--- src/rtl/overcooked_pkg.sv ---
`default_nettype none
// ============================================================================
// Module   : overcooked_pkg
// Purpose  : Shared game-logic types: facing direction, coordinate width and
//            the player mover state encoding.
// Revision : 1.0  initial release
// ============================================================================
package overcooked_pkg;

  localparam int COORD_W = 4;

  typedef enum logic [1:0] {
    UP    = 2'd0,
    DOWN  = 2'd1,
    LEFT  = 2'd2,
    RIGHT = 2'd3
  } dir_t;

  typedef enum logic [1:0] {
    IDLE  = 2'd0,
    QUERY = 2'd1,
    HOLD  = 2'd2
  } mover_state_t;

endpackage
`default_nettype wire

--- src/rtl/player_mover_if.sv ---
`default_nettype none
// ============================================================================
// Module   : player_mover_if
// Purpose  : Button, map-query and position signals of one player mover.
// Revision : 1.0  initial release
// ============================================================================
interface player_mover_if;
  import overcooked_pkg::*;

  logic               enable_in;
  logic               left_in;
  logic               right_in;
  logic               up_in;
  logic               down_in;
  logic               chop_in;
  logic               blocked_in;
  logic [COORD_W-1:0] query_x_out;
  logic [COORD_W-1:0] query_y_out;
  logic [COORD_W-1:0] player_x_out;
  logic [COORD_W-1:0] player_y_out;
  dir_t               dir_out;
  logic               moved_out;
  logic               chop_out;

  // master: the mover itself; slave: debouncers, grid map and consumers
  modport master (
    input  enable_in, left_in, right_in, up_in, down_in, chop_in, blocked_in,
    output query_x_out, query_y_out, player_x_out, player_y_out,
           dir_out, moved_out, chop_out
  );

  modport slave (
    output enable_in, left_in, right_in, up_in, down_in, chop_in, blocked_in,
    input  query_x_out, query_y_out, player_x_out, player_y_out,
           dir_out, moved_out, chop_out
  );

endinterface
`default_nettype wire

--- src/rtl/move_repeat_timer.sv ---
`default_nettype none
// ============================================================================
// Module   : move_repeat_timer
// Purpose  : Loadable down-counter that stops at zero; flags zero.
// Revision : 1.0  initial release
// ============================================================================
module move_repeat_timer #(
  parameter int WIDTH = 25
) (
  input  wire logic             clock_in,
  input  wire logic             reset_in,
  input  wire logic             load_in,
  input  wire logic [WIDTH-1:0] load_value_in,
  input  wire logic             clear_in,
  output logic                  zero_out
);

  logic [WIDTH-1:0] r_count;

  always_ff @(posedge clock_in) begin
    if (reset_in || clear_in) begin
      r_count <= '0;
    end else if (load_in) begin
      r_count <= load_value_in;
    end else if (r_count != '0) begin
      r_count <= r_count - WIDTH'(1);
    end
  end

  assign zero_out = (r_count == '0);

endmodule
`default_nettype wire

--- src/rtl/player_mover.sv ---
`default_nettype none
// ============================================================================
// Module   : player_mover
// Purpose  : Grid movement controller with map query and hold-to-repeat.
// Revision : 1.0  initial release
// ============================================================================
module player_mover
  import overcooked_pkg::*;
#(
  parameter int GRID_W       = 16,
  parameter int GRID_H       = 12,
  parameter int START_X      = 1,
  parameter int START_Y      = 1,
  parameter int REPEAT_DELAY = 25_000_000,
  parameter int REPEAT_RATE  = 10_000_000
) (
  input  wire logic      clock_in,
  input  wire logic      reset_in,
  player_mover_if.master bus
);

  localparam int                        c_cnt_w   = 25;
  localparam logic signed [COORD_W:0]   c_max_x   = (COORD_W+1)'(GRID_W - 1);
  localparam logic signed [COORD_W:0]   c_max_y   = (COORD_W+1)'(GRID_H - 1);
  // Counts include the QUERY cycle: first repeat QUERY lands REPEAT_DELAY
  // cycles after the first QUERY, later ones every REPEAT_RATE+1 cycles.
  localparam logic [c_cnt_w-1:0]        c_first_load = c_cnt_w'(REPEAT_DELAY - 2);
  localparam logic [c_cnt_w-1:0]        c_rate_load  = c_cnt_w'(REPEAT_RATE - 1);

  mover_state_t              r_state, w_state_nxt;
  dir_t                      r_dir, w_sel_dir, w_step_dir;
  logic [COORD_W-1:0]        r_x, r_y;
  logic signed [COORD_W:0]   r_tx, r_ty, w_tx, w_ty;
  logic                      r_moved, r_chop, r_repeat;
  logic                      w_any, w_held, w_zero, w_in_bounds;
  logic                      w_press, w_retrigger, w_commit, w_load, w_clear;
  logic [c_cnt_w-1:0]        w_load_val;

  assign w_any = bus.up_in | bus.down_in | bus.left_in | bus.right_in;

  always_comb begin
    if (bus.up_in)        w_sel_dir = UP;
    else if (bus.down_in) w_sel_dir = DOWN;
    else if (bus.left_in) w_sel_dir = LEFT;
    else                  w_sel_dir = RIGHT;
  end

  always_comb begin
    case (r_dir)
      UP:      w_held = bus.up_in;
      DOWN:    w_held = bus.down_in;
      LEFT:    w_held = bus.left_in;
      default: w_held = bus.right_in;
    endcase
  end

  // Signed one-bit-wider target so stepping off 0 or 15 never wraps
  assign w_step_dir = (r_state == IDLE) ? w_sel_dir : r_dir;

  always_comb begin
    w_tx = signed'({1'b0, r_x});
    w_ty = signed'({1'b0, r_y});
    case (w_step_dir)
      UP:      w_ty = signed'({1'b0, r_y}) - 5'sd1;
      DOWN:    w_ty = signed'({1'b0, r_y}) + 5'sd1;
      LEFT:    w_tx = signed'({1'b0, r_x}) - 5'sd1;
      default: w_tx = signed'({1'b0, r_x}) + 5'sd1;
    endcase
  end

  assign w_in_bounds = (r_tx >= 5'sd0) && (r_tx <= c_max_x) &&
                       (r_ty >= 5'sd0) && (r_ty <= c_max_y);

  always_ff @(posedge clock_in) begin
    if (reset_in) r_state <= IDLE;
    else          r_state <= w_state_nxt;
  end

  always_comb begin
    w_state_nxt = r_state;
    case (r_state)
      IDLE:    if (w_any) w_state_nxt = QUERY;
      QUERY:   w_state_nxt = HOLD;
      HOLD: begin
        if (!w_held)     w_state_nxt = IDLE;
        else if (w_zero) w_state_nxt = QUERY;
      end
      default: w_state_nxt = IDLE;
    endcase
    if (!bus.enable_in) w_state_nxt = IDLE;
  end

  always_comb begin
    w_press     = 1'b0;
    w_retrigger = 1'b0;
    w_commit    = 1'b0;
    w_load      = 1'b0;
    w_clear     = (w_state_nxt == IDLE);
    w_load_val  = r_repeat ? c_rate_load : c_first_load;
    if (bus.enable_in) begin
      case (r_state)
        IDLE:  w_press = w_any;
        QUERY: begin
          w_load   = 1'b1;
          w_commit = w_in_bounds & ~bus.blocked_in;
        end
        HOLD:    w_retrigger = w_held & w_zero;
        default: ;
      endcase
    end
  end

  always_ff @(posedge clock_in) begin
    if (reset_in) begin
      r_x      <= COORD_W'(START_X);
      r_y      <= COORD_W'(START_Y);
      r_tx     <= (COORD_W+1)'(START_X);
      r_ty     <= (COORD_W+1)'(START_Y);
      r_dir    <= DOWN;
      r_moved  <= 1'b0;
      r_chop   <= 1'b0;
      r_repeat <= 1'b0;
    end else begin
      r_moved <= w_commit;
      r_chop  <= bus.enable_in & bus.chop_in & (r_state == IDLE) & ~w_any;
      if (w_press || w_retrigger) begin
        r_tx <= w_tx;
        r_ty <= w_ty;
      end
      if (w_press) begin
        r_dir    <= w_sel_dir;
        r_repeat <= 1'b0;
      end
      if (w_load) r_repeat <= 1'b1;
      if (w_commit) begin
        r_x <= r_tx[COORD_W-1:0];
        r_y <= r_ty[COORD_W-1:0];
      end
    end
  end

  move_repeat_timer #(.WIDTH(c_cnt_w)) u_timer (
    .clock_in      (clock_in),
    .reset_in      (reset_in),
    .load_in       (w_load),
    .load_value_in (w_load_val),
    .clear_in      (w_clear),
    .zero_out      (w_zero)
  );

  // Out-of-bounds targets are never shown to the map
  assign bus.query_x_out  = (r_state == QUERY && w_in_bounds) ? r_tx[COORD_W-1:0] : r_x;
  assign bus.query_y_out  = (r_state == QUERY && w_in_bounds) ? r_ty[COORD_W-1:0] : r_y;
  assign bus.player_x_out = r_x;
  assign bus.player_y_out = r_y;
  assign bus.dir_out      = r_dir;
  assign bus.moved_out    = r_moved;
  assign bus.chop_out     = r_chop;

endmodule
`default_nettype wire

--- src/flat_wrapper.sv ---
// flat-port wrapper written by rule: the top's interface ports become plain ports
module player_mover_flat import overcooked_pkg::*;
#(
  parameter int GRID_W       = 16,
  parameter int GRID_H       = 12,
  parameter int START_X      = 1,
  parameter int START_Y      = 1,
  parameter int REPEAT_DELAY = 25_000_000,
  parameter int REPEAT_RATE  = 10_000_000
)
  (clock_in, reset_in, bus_enable_in, bus_left_in, bus_right_in, bus_up_in, bus_down_in, bus_chop_in, bus_blocked_in, bus_query_x_out, bus_query_y_out, bus_player_x_out, bus_player_y_out, bus_dir_out, bus_moved_out, bus_chop_out);
  player_mover_if bus_i ();
  input  wire logic clock_in;
  input  wire logic reset_in;
  input wire logic [$bits(bus_i.enable_in)-1:0] bus_enable_in;
  input wire logic [$bits(bus_i.left_in)-1:0] bus_left_in;
  input wire logic [$bits(bus_i.right_in)-1:0] bus_right_in;
  input wire logic [$bits(bus_i.up_in)-1:0] bus_up_in;
  input wire logic [$bits(bus_i.down_in)-1:0] bus_down_in;
  input wire logic [$bits(bus_i.chop_in)-1:0] bus_chop_in;
  input wire logic [$bits(bus_i.blocked_in)-1:0] bus_blocked_in;
  output wire logic [$bits(bus_i.query_x_out)-1:0] bus_query_x_out;
  output wire logic [$bits(bus_i.query_y_out)-1:0] bus_query_y_out;
  output wire logic [$bits(bus_i.player_x_out)-1:0] bus_player_x_out;
  output wire logic [$bits(bus_i.player_y_out)-1:0] bus_player_y_out;
  output wire logic [$bits(bus_i.dir_out)-1:0] bus_dir_out;
  output wire logic [$bits(bus_i.moved_out)-1:0] bus_moved_out;
  output wire logic [$bits(bus_i.chop_out)-1:0] bus_chop_out;
  assign bus_i.enable_in = bus_enable_in;
  assign bus_i.left_in = bus_left_in;
  assign bus_i.right_in = bus_right_in;
  assign bus_i.up_in = bus_up_in;
  assign bus_i.down_in = bus_down_in;
  assign bus_i.chop_in = bus_chop_in;
  assign bus_i.blocked_in = bus_blocked_in;
  assign bus_query_x_out = bus_i.query_x_out;
  assign bus_query_y_out = bus_i.query_y_out;
  assign bus_player_x_out = bus_i.player_x_out;
  assign bus_player_y_out = bus_i.player_y_out;
  assign bus_dir_out = bus_i.dir_out;
  assign bus_moved_out = bus_i.moved_out;
  assign bus_chop_out = bus_i.chop_out;
  player_mover #(.GRID_W(GRID_W), .GRID_H(GRID_H), .START_X(START_X), .START_Y(START_Y), .REPEAT_DELAY(REPEAT_DELAY), .REPEAT_RATE(REPEAT_RATE)) u_core (.clock_in(clock_in), .reset_in(reset_in), .bus(bus_i));
endmodule
--- config.mk ---
export PLATFORM = sky130hd
export DESIGN_NAME = player_mover_flat
export DESIGN_NICKNAME = d
export VERILOG_FILES = /design/src/rtl/overcooked_pkg.sv /design/src/rtl/player_mover_if.sv /design/src/rtl/move_repeat_timer.sv /design/src/rtl/player_mover.sv /design/src/flat_wrapper.sv
export SDC_FILE = /design/constraint.sdc
export NUM_CORES = 1
export LEC_CHECK = 0
export CAP_MARGIN = 20
export CORE_MARGIN = 2
export CORE_UTILIZATION = 45
export DETAILED_ROUTE_END_ITERATION = 8
export PLACE_DENSITY = 0.65
export SLEW_MARGIN = 30
export SYNTH_ARGS = -nofsm -noshare
export SYNTH_HDL_FRONTEND = slang
export SYNTH_HIERARCHICAL = 1
export SYNTH_SLANG_ARGS = --single-unit
--- constraint.sdc ---
create_clock -name clock_in -period 4.35 [get_ports clock_in]
set_clock_uncertainty 0.15 [all_clocks]
set_input_delay 0.87 -clock clock_in [delete_from_list [all_inputs] [get_ports clock_in]]
set_output_delay 0.87 -clock clock_in [all_outputs]
set_load 0.02 [all_outputs]
Yosys cells after proc, flatten, opt, wreduce, memory -nomap -nowiden
Index checks and enable logic that the tools add are counted.
W data, S select, Z words.
{"block": "op_classes", "n_mux": 27, "n_addsub": 5, "magnitude_cmp": 4, "reduce_logical": 15, "n_bitwise": 10, "n_eq_ne": 6}
{"operator": "$mux W25", "n": 3}
{"operator": "$logic_not A25 Y1", "n": 1}
{"operator": "$reduce_bool A25 Y1", "n": 1}
{"operator": "$sub A25 B1 Y25 const B", "n": 1}
{"operator": "$pmux W5 S2", "n": 2}
{"operator": "$mux W2", "n": 7}
{"operator": "$mux W1", "n": 11}
{"operator": "$add A4 B1 Y5 const B", "n": 2}
{"operator": "$ge A5 B1 Y1 const B", "n": 2}
{"operator": "$le A5 B5 Y1 const B", "n": 2}
{"operator": "$sub A4 B1 Y5 const B", "n": 2}
{"operator": "$logic_not A2 Y1", "n": 4}
{"operator": "$mux W4", "n": 2}
{"operator": "$eq A2 B1 Y1 const B", "n": 3}
{"operator": "$eq A2 B2 Y1 const B", "n": 3}
{"operator": "$pmux W2 S3", "n": 1}
{"operator": "$and A1 B1 Y1", "n": 5}
{"operator": "$logic_and A1 B1 Y1", "n": 4}
{"operator": "$reduce_bool A2 Y1", "n": 2}
{"operator": "$or A1 B1 Y1", "n": 3}
{"operator": "$pmux W1 S3", "n": 1}
{"operator": "$logic_or A1 B1 Y1", "n": 2}
{"operator": "$not A1 Y1", "n": 2}
{"operator": "$reduce_or A2 Y1", "n": 1}
{"block": "word_totals", "register_bits": 50, "inputBits": 9, "out_inout_bits": 20, "wordCells": 77}

Logic depth before layout (Yosys ltp)
{"block": "depth", "depth_word": 8, "depth_mapped": 11, "mapped_depth_nobuf": 10}

Cells and area by module
The synthesis kept the hierarchy.
{"module": "player_mover", "seq_area_each_um2": 500.5, "area_per_inst_um2": 1524.0, "cells_per_inst": 167, "n_inst": 1}
{"module": "move_repeat_timer", "seq_area_each_um2": 500.5, "area_per_inst_um2": 1426.4, "cells_per_inst": 174, "n_inst": 1}

Least setup slack after synthesis
Ideal clock, no wire load.
{"block": "synth_path", "path_kind": "input -> register", "startpoint": "in bus_up_in", "endpoint": "reg u_core.u_timer.r_count[15]", "arrival_ns": 2.597, "setup_ns": 0.123, "required_ns": 4.077, "path_stages": 8, "path_buffers": 2, "path_slack_ns": 1.480, "cell_sequence": "or4_4 o311ai_0 or2_2 clkbuf_1 nor2_1 clkbuf_1 nand2_1 o21ai_0"}
{"block": "synth_between", "elab_chain_len": 8, "elab_cells_between_ends": 10, "cone_classes": "5 x mux; 3 x bitwise; 2 x reduce/logical"}
{"item": "from (decl)", "line": "flat_wrapper.sv:18", "text": "input wire logic [$bits(bus_i.up_in)-1:0] bus_up_in;"}
{"item": "$or A1 B1 Y1 (3 in series)", "line": "player_mover.sv:39", "text": "assign w_any = bus.up_in | bus.down_in | bus.left_in | bus.right_in;"}
{"item": "$mux W2", "line": "player_mover.sv:82", "text": "IDLE: if (w_any) w_state_nxt = QUERY;"}
{"item": "$pmux W2 S3 *", "line": "player_mover.sv:81", "text": "case (r_state)"}
{"item": "$mux W2 *", "line": "player_mover.sv:90", "text": "if (!bus.enable_in) w_state_nxt = IDLE;"}
{"item": "$logic_not A2 Y1 *", "line": "player_mover.sv:98", "text": "w_clear = (w_state_nxt == IDLE);"}
{"item": "via u_core.w_clear", "line": "player_mover.sv:36", "text": "logic w_press, w_retrigger, w_commit, w_load, w_clear;"}
{"item": "$logic_or A1 B1 Y1 *", "line": "move_repeat_timer.sv:21", "text": "if (reset_in || clear_in) begin"}
{"item": "to (signal assigned)", "line": "move_repeat_timer.sv:24", "text": "r_count <= load_value_in;"}
{"item": "to (signal assigned)", "line": "move_repeat_timer.sv:26", "text": "r_count <= r_count - WIDTH'(1);"}
{"item": "to (decl)", "line": "move_repeat_timer.sv:18", "text": "logic [WIDTH-1:0] r_count;"}
Mark *: on every way through the listed nets, which the timed path passes. The rest lies on a longest branch.
A chain may end at the register's enable or synchronous reset.

Final worst setup path
{"block": "layout_path", "startpoint": "reg u_core.r_tx[2]", "endpoint": "out bus_query_x_out[2]"}
{"block": "layout_between", "elab_chain_len": 6, "elab_cells_between_ends": 7, "cone_classes": "2 x order compare; 1 x mux; 4 x reduce/logical"}
{"item": "from (decl)", "line": "player_mover.sv:33", "text": "logic signed [COORD_W:0] r_tx, r_ty, w_tx, w_ty;"}
{"item": "from (signal assigned)", "line": "player_mover.sv:117", "text": "r_tx <= (COORD_W+1)'(START_X);"}
{"item": "from (signal assigned)", "line": "player_mover.sv:127", "text": "r_tx <= w_tx;"}
{"item": "$ge A5 B1 Y1 or $le A5 B5 Y1 (tied branches)", "line": "player_mover.sv:71", "text": "assign w_in_bounds = (r_tx >= 5'sd0) && (r_tx <= c_max_x) &&"}
{"item": "$logic_and A1 B1 Y1 (2 in series)", "line": "player_mover.sv:71"}
{"item": "$logic_and A1 B1 Y1", "line": "player_mover.sv:72", "text": "(r_ty >= 5'sd0) && (r_ty <= c_max_y);"}
{"item": "$logic_and A1 B1 Y1", "line": "player_mover.sv:152", "text": "assign bus.query_x_out = (r_state == QUERY && w_in_bounds) ? r_tx[COORD_W-1:0] : r_x;"}
{"item": "$mux W4 *", "line": "player_mover.sv:152"}
{"item": "to (decl)", "line": "flat_wrapper.sv:22", "text": "output wire logic [$bits(bus_i.query_x_out)-1:0] bus_query_x_out;"}
Every way passes the cells marked *; elsewhere a longest branch is shown, timed or not.

==> flow_metrics.py <==
metrics = {
    "die": {
        "die_y_um": 85.0,
        "ioPinCount": 29,
        "start_util": 0.465,
        "core_um2": 6350,
        "die_x_um": 85.0,
        "fp-row-count": 29,
        "dieArea_um2": 7220,
    },
    "synthesis": {
        "synth-main-ff-cell": "dfxtp_1",
        "yosysWarnings": 6,
        "synth_edf_count": 0,
        "syn_inst": 341,
        "yosys-top-cells-area": "dfxtp_1, xnor2_1, nand2_1, nor2_1, ha_1",
        "async_reset_ff_frac": 0,
        "netlist_area_um2": 2950,
        "synth_seq_cells": 50,
        "ys_seq_area_frac": 0.339,
        "netlist.area_leader.share": 0.339,
        "synth.avg_cell_area_um2": 8.65,
        "yosys.area.top_type": "dfxtp_1",
        "ys_types": 57,
    },
    "drt": {
        "drt_iter0_drc": 128,
        "route.vias.total": 2419,
        "wl_per_cell_um": 14.2,
        "drt_wl_total_um": 6430,
        "viasPerCell": 5.35,
        "drc": 0,
        "ant_nets": 0,
        "firstDrtPassIters": 4,
    },
    "clock_tree": {
        "max-clock-path-buffers": 2,
        "clk_pin_slew_ps": 100,
        "htreeDepth": 2,
        "postCtsSetupBuffers": 0,
        "hold_buffers": 0,
        "cts_buffers": 5,
        "root_buffer": "clkbuf_8",
        "cts_tree": "built",
        "clock-sinks": 50,
        "worstSkewPairLatency_ps": 300,
        "cts-resized-gates": 0,
    },
    "global_routing": {
        "antenna_found_initial": 0,
        "grt_max_degree": 30,
        "track_usage": 0.194,
        "grt_pass1_wl_um": 11500,
        "grt_overflow": 0,
        "first_global_vias": 2421,
    },
    "layout": {
        "drive_gt1_frac": 0.0987,
        "final_nets": 394,
        "fill_cells": 609,
        "insertedDiodeCount": 0,
        "layout.cells.non_filler": 452,
        "area_growth_pct": 15.5,
    },
    "pwr": {
        "power_leakage_uw": 0.00143,
        "power_density_nw_per_um2": 763,
        "power_uw": 2600,
        "ir_drop_mv": 0.537,
    },
    "timing": {
        "fmax_mhz": 285,
        "finalSetupViolCount": 0,
        "worst_pin_slew_ps": 572,
        "slew_viol_final": 0,
        "fin_ws_ps": 845,
        "min_period_over_period": 0.806,
        "maxSlewHeadroom": 0.615,
        "rsz0062_at_grt": "no",
        "hold_viol_final": 0,
        "holdWs_ps": 330,
        "setup_tns_ps": 0,
        "period_needed_ps": 3510,
    },
    "worst_setup_path": {
        "cp.required_ps": 3330,
        "endpoint_kind": "primary output",
        "path_max_fanout": 10,
        "worstSetupPathType": "reg -> out",
        "arrival_ps": 2490,
        "start_kind": "flop",
    },
    "outcome": {
        "status": "finished clean",
    },
    "place": {
        "placed_cells": 444,
        "dpl.hpwl_um": 4520,
        "place_congestion": 0.794,
        "place_ws_ps": 781,
        "port_buffers": 28,
    },
    "worst_hold_path": {
        "hold_class": "reg -> reg",
    },
    "flow_run": {
        "maxCapViolCount": 0,
    },
}
-- kinds of logic after synthesis --
kind of cell	Yosys count	synth area share
AND/OR/NAND/NOR	128	0.240
AO/OA/AOI/OAI	73	0.168
flip-flops	50	0.339
buffers and inverters	31	0.0466
XOR/XNOR	27	0.0802
multiplexers	19	0.0717
adder cells (fa/ha/maj)	11	0.0517
other	2	0.00255
-- worst max-delay path, stage by stage, from the launching register on --
cell and delay, ps:
dfxtp_1 400, and4_1 230, ha_1 240, o211ai_1 180
buf_4 220, mux2_2 350, clkdlybuf4s50_1 540
-- power breakdown --
group / switching (µW) / leakage (µW) / internal (µW)
sequential: 146 / 0.000408 / 583
clock: 156 / 0.0000482 / 129
combinational: 865 / 0.000974 / 722
total: 1170 / 0.00143 / 1430
-- state kept, by name, summed over array words and instances (netlist names) --
name,flops
u_core/u_timer/r_count,25
u_core/bus.dir_out,2
u_core/r_repeat,1
u_core/bus.chop_out,1
u_core/r_ty,5
u_core/bus.player_y_out,4
u_core/r_state,2
u_core/bus.moved_out,1
u_core/bus.player_x_out,4
u_core/r_tx,5
-- per-layer routing --
layer | vias up | GRT usage | share of wire
met3 | 7 | 0.0389 | 0.027
met1 | 1114 | 0.259 | 0.49
met5 | - | 0 | 0
met2 | 29 | 0.317 | 0.48
li1 | 1269 | - | -
met4 | 0 | 0.0606 | 0.012
-- worst paths after layout --
check	cells after the start	to	startpoint	slack [ps]
setup / recovery	6	bus_query_x_out[2]	u_core/r_tx[2]$_SDFFE_PP0P_	840
hold / removal	2	u_core/r_ty[4]$_SDFFE_PP0P_	u_core/r_ty[4]$_SDFFE_PP0P_	330
setup reg to reg	8	u_core/r_ty[3]$_SDFFE_PP0P_	u_core/u_timer/r_count[5]$_SDFFE_PP0P_	1520
hold reg to reg	2	u_core/r_ty[4]$_SDFFE_PP0P_	u_core/r_ty[4]$_SDFFE_PP0P_	330
-- final cells by class --
class / count / area [µm²] / share of cell area
clock inverters: 1 / 5.00 / 0.00147
well taps: 77 / 96.3 / 0.0283
clock buffers: 7 / 86.3 / 0.0253
flip-flops and latches: 50 / 1000 / 0.294
inverters: 15 / 56.3 / 0.0165
repair buffers: 33 / 318 / 0.0932
multi-input cells: 269 / 1850 / 0.541
-- layout by cell type (no fill, tap or decap), types with 2 or more instances in the layout --
cell type | Yosys | final
nor3_1 | 10 | 10
a211o_1 | 6 | 6
nand4_1 | 4 | 4
xnor2_1 | 16 | 16
mux2i_1 | 11 | 11
inv_1 | 15 | 15
ha_1 | 9 | 9
nand2b_1 | 3 | 3
xor2_1 | 11 | 11
dfxtp_1 | 50 | 50
a21oi_1 | 19 | 19
a211oi_2 | 4 | 4
nor3_2 | 2 | 2
fa_1 | 2 | 2
o21ai_1 | 2 | 2
buf_4 | 0 | 5
nand2_1 | 34 | 34
conb_1 | 2 | 11
or4_4 | 3 | 3
a22o_1 | 2 | 2
mux2_2 | 7 | 7
or3_1 | 7 | 7
clkbuf_8 | 0 | 6
clkdlybuf4s50_1 | 0 | 28
o211ai_1 | 2 | 2
o31ai_1 | 4 | 4
nor2_1 | 31 | 31
or4_1 | 2 | 2
nand3_1 | 5 | 5
nand4b_1 | 4 | 4
o21ai_0 | 22 | 22
a21o_1 | 3 | 3
nor4_1 | 8 | 8
nor2b_1 | 2 | 2
and2_1 | 2 | 2
-- metrics by stage --
| stage | instance area [µm²] | util |
|---|---|---|
| floorplan | 2980 | - |
| global placement | 3320 | 0.522 |
| detailed placement | 3320 | 0.522 |
| CTS | 3410 | 0.537 |
| global route | 3410 | 0.537 |
| finish | 3410 | 0.537 |
-- synth_stat cells (8+ instances only) --
library cell,number
mux2i_1,11
ha_1,9
o21ai_0,22
nor3_1,10
nor4_1,8
xnor2_1,16
xor2_1,11
nand2_1,34
clkbuf_1,9
nor2_1,31
a21oi_1,19
dfxtp_1,50
inv_1,15
(Power assumes the default switching activity.)
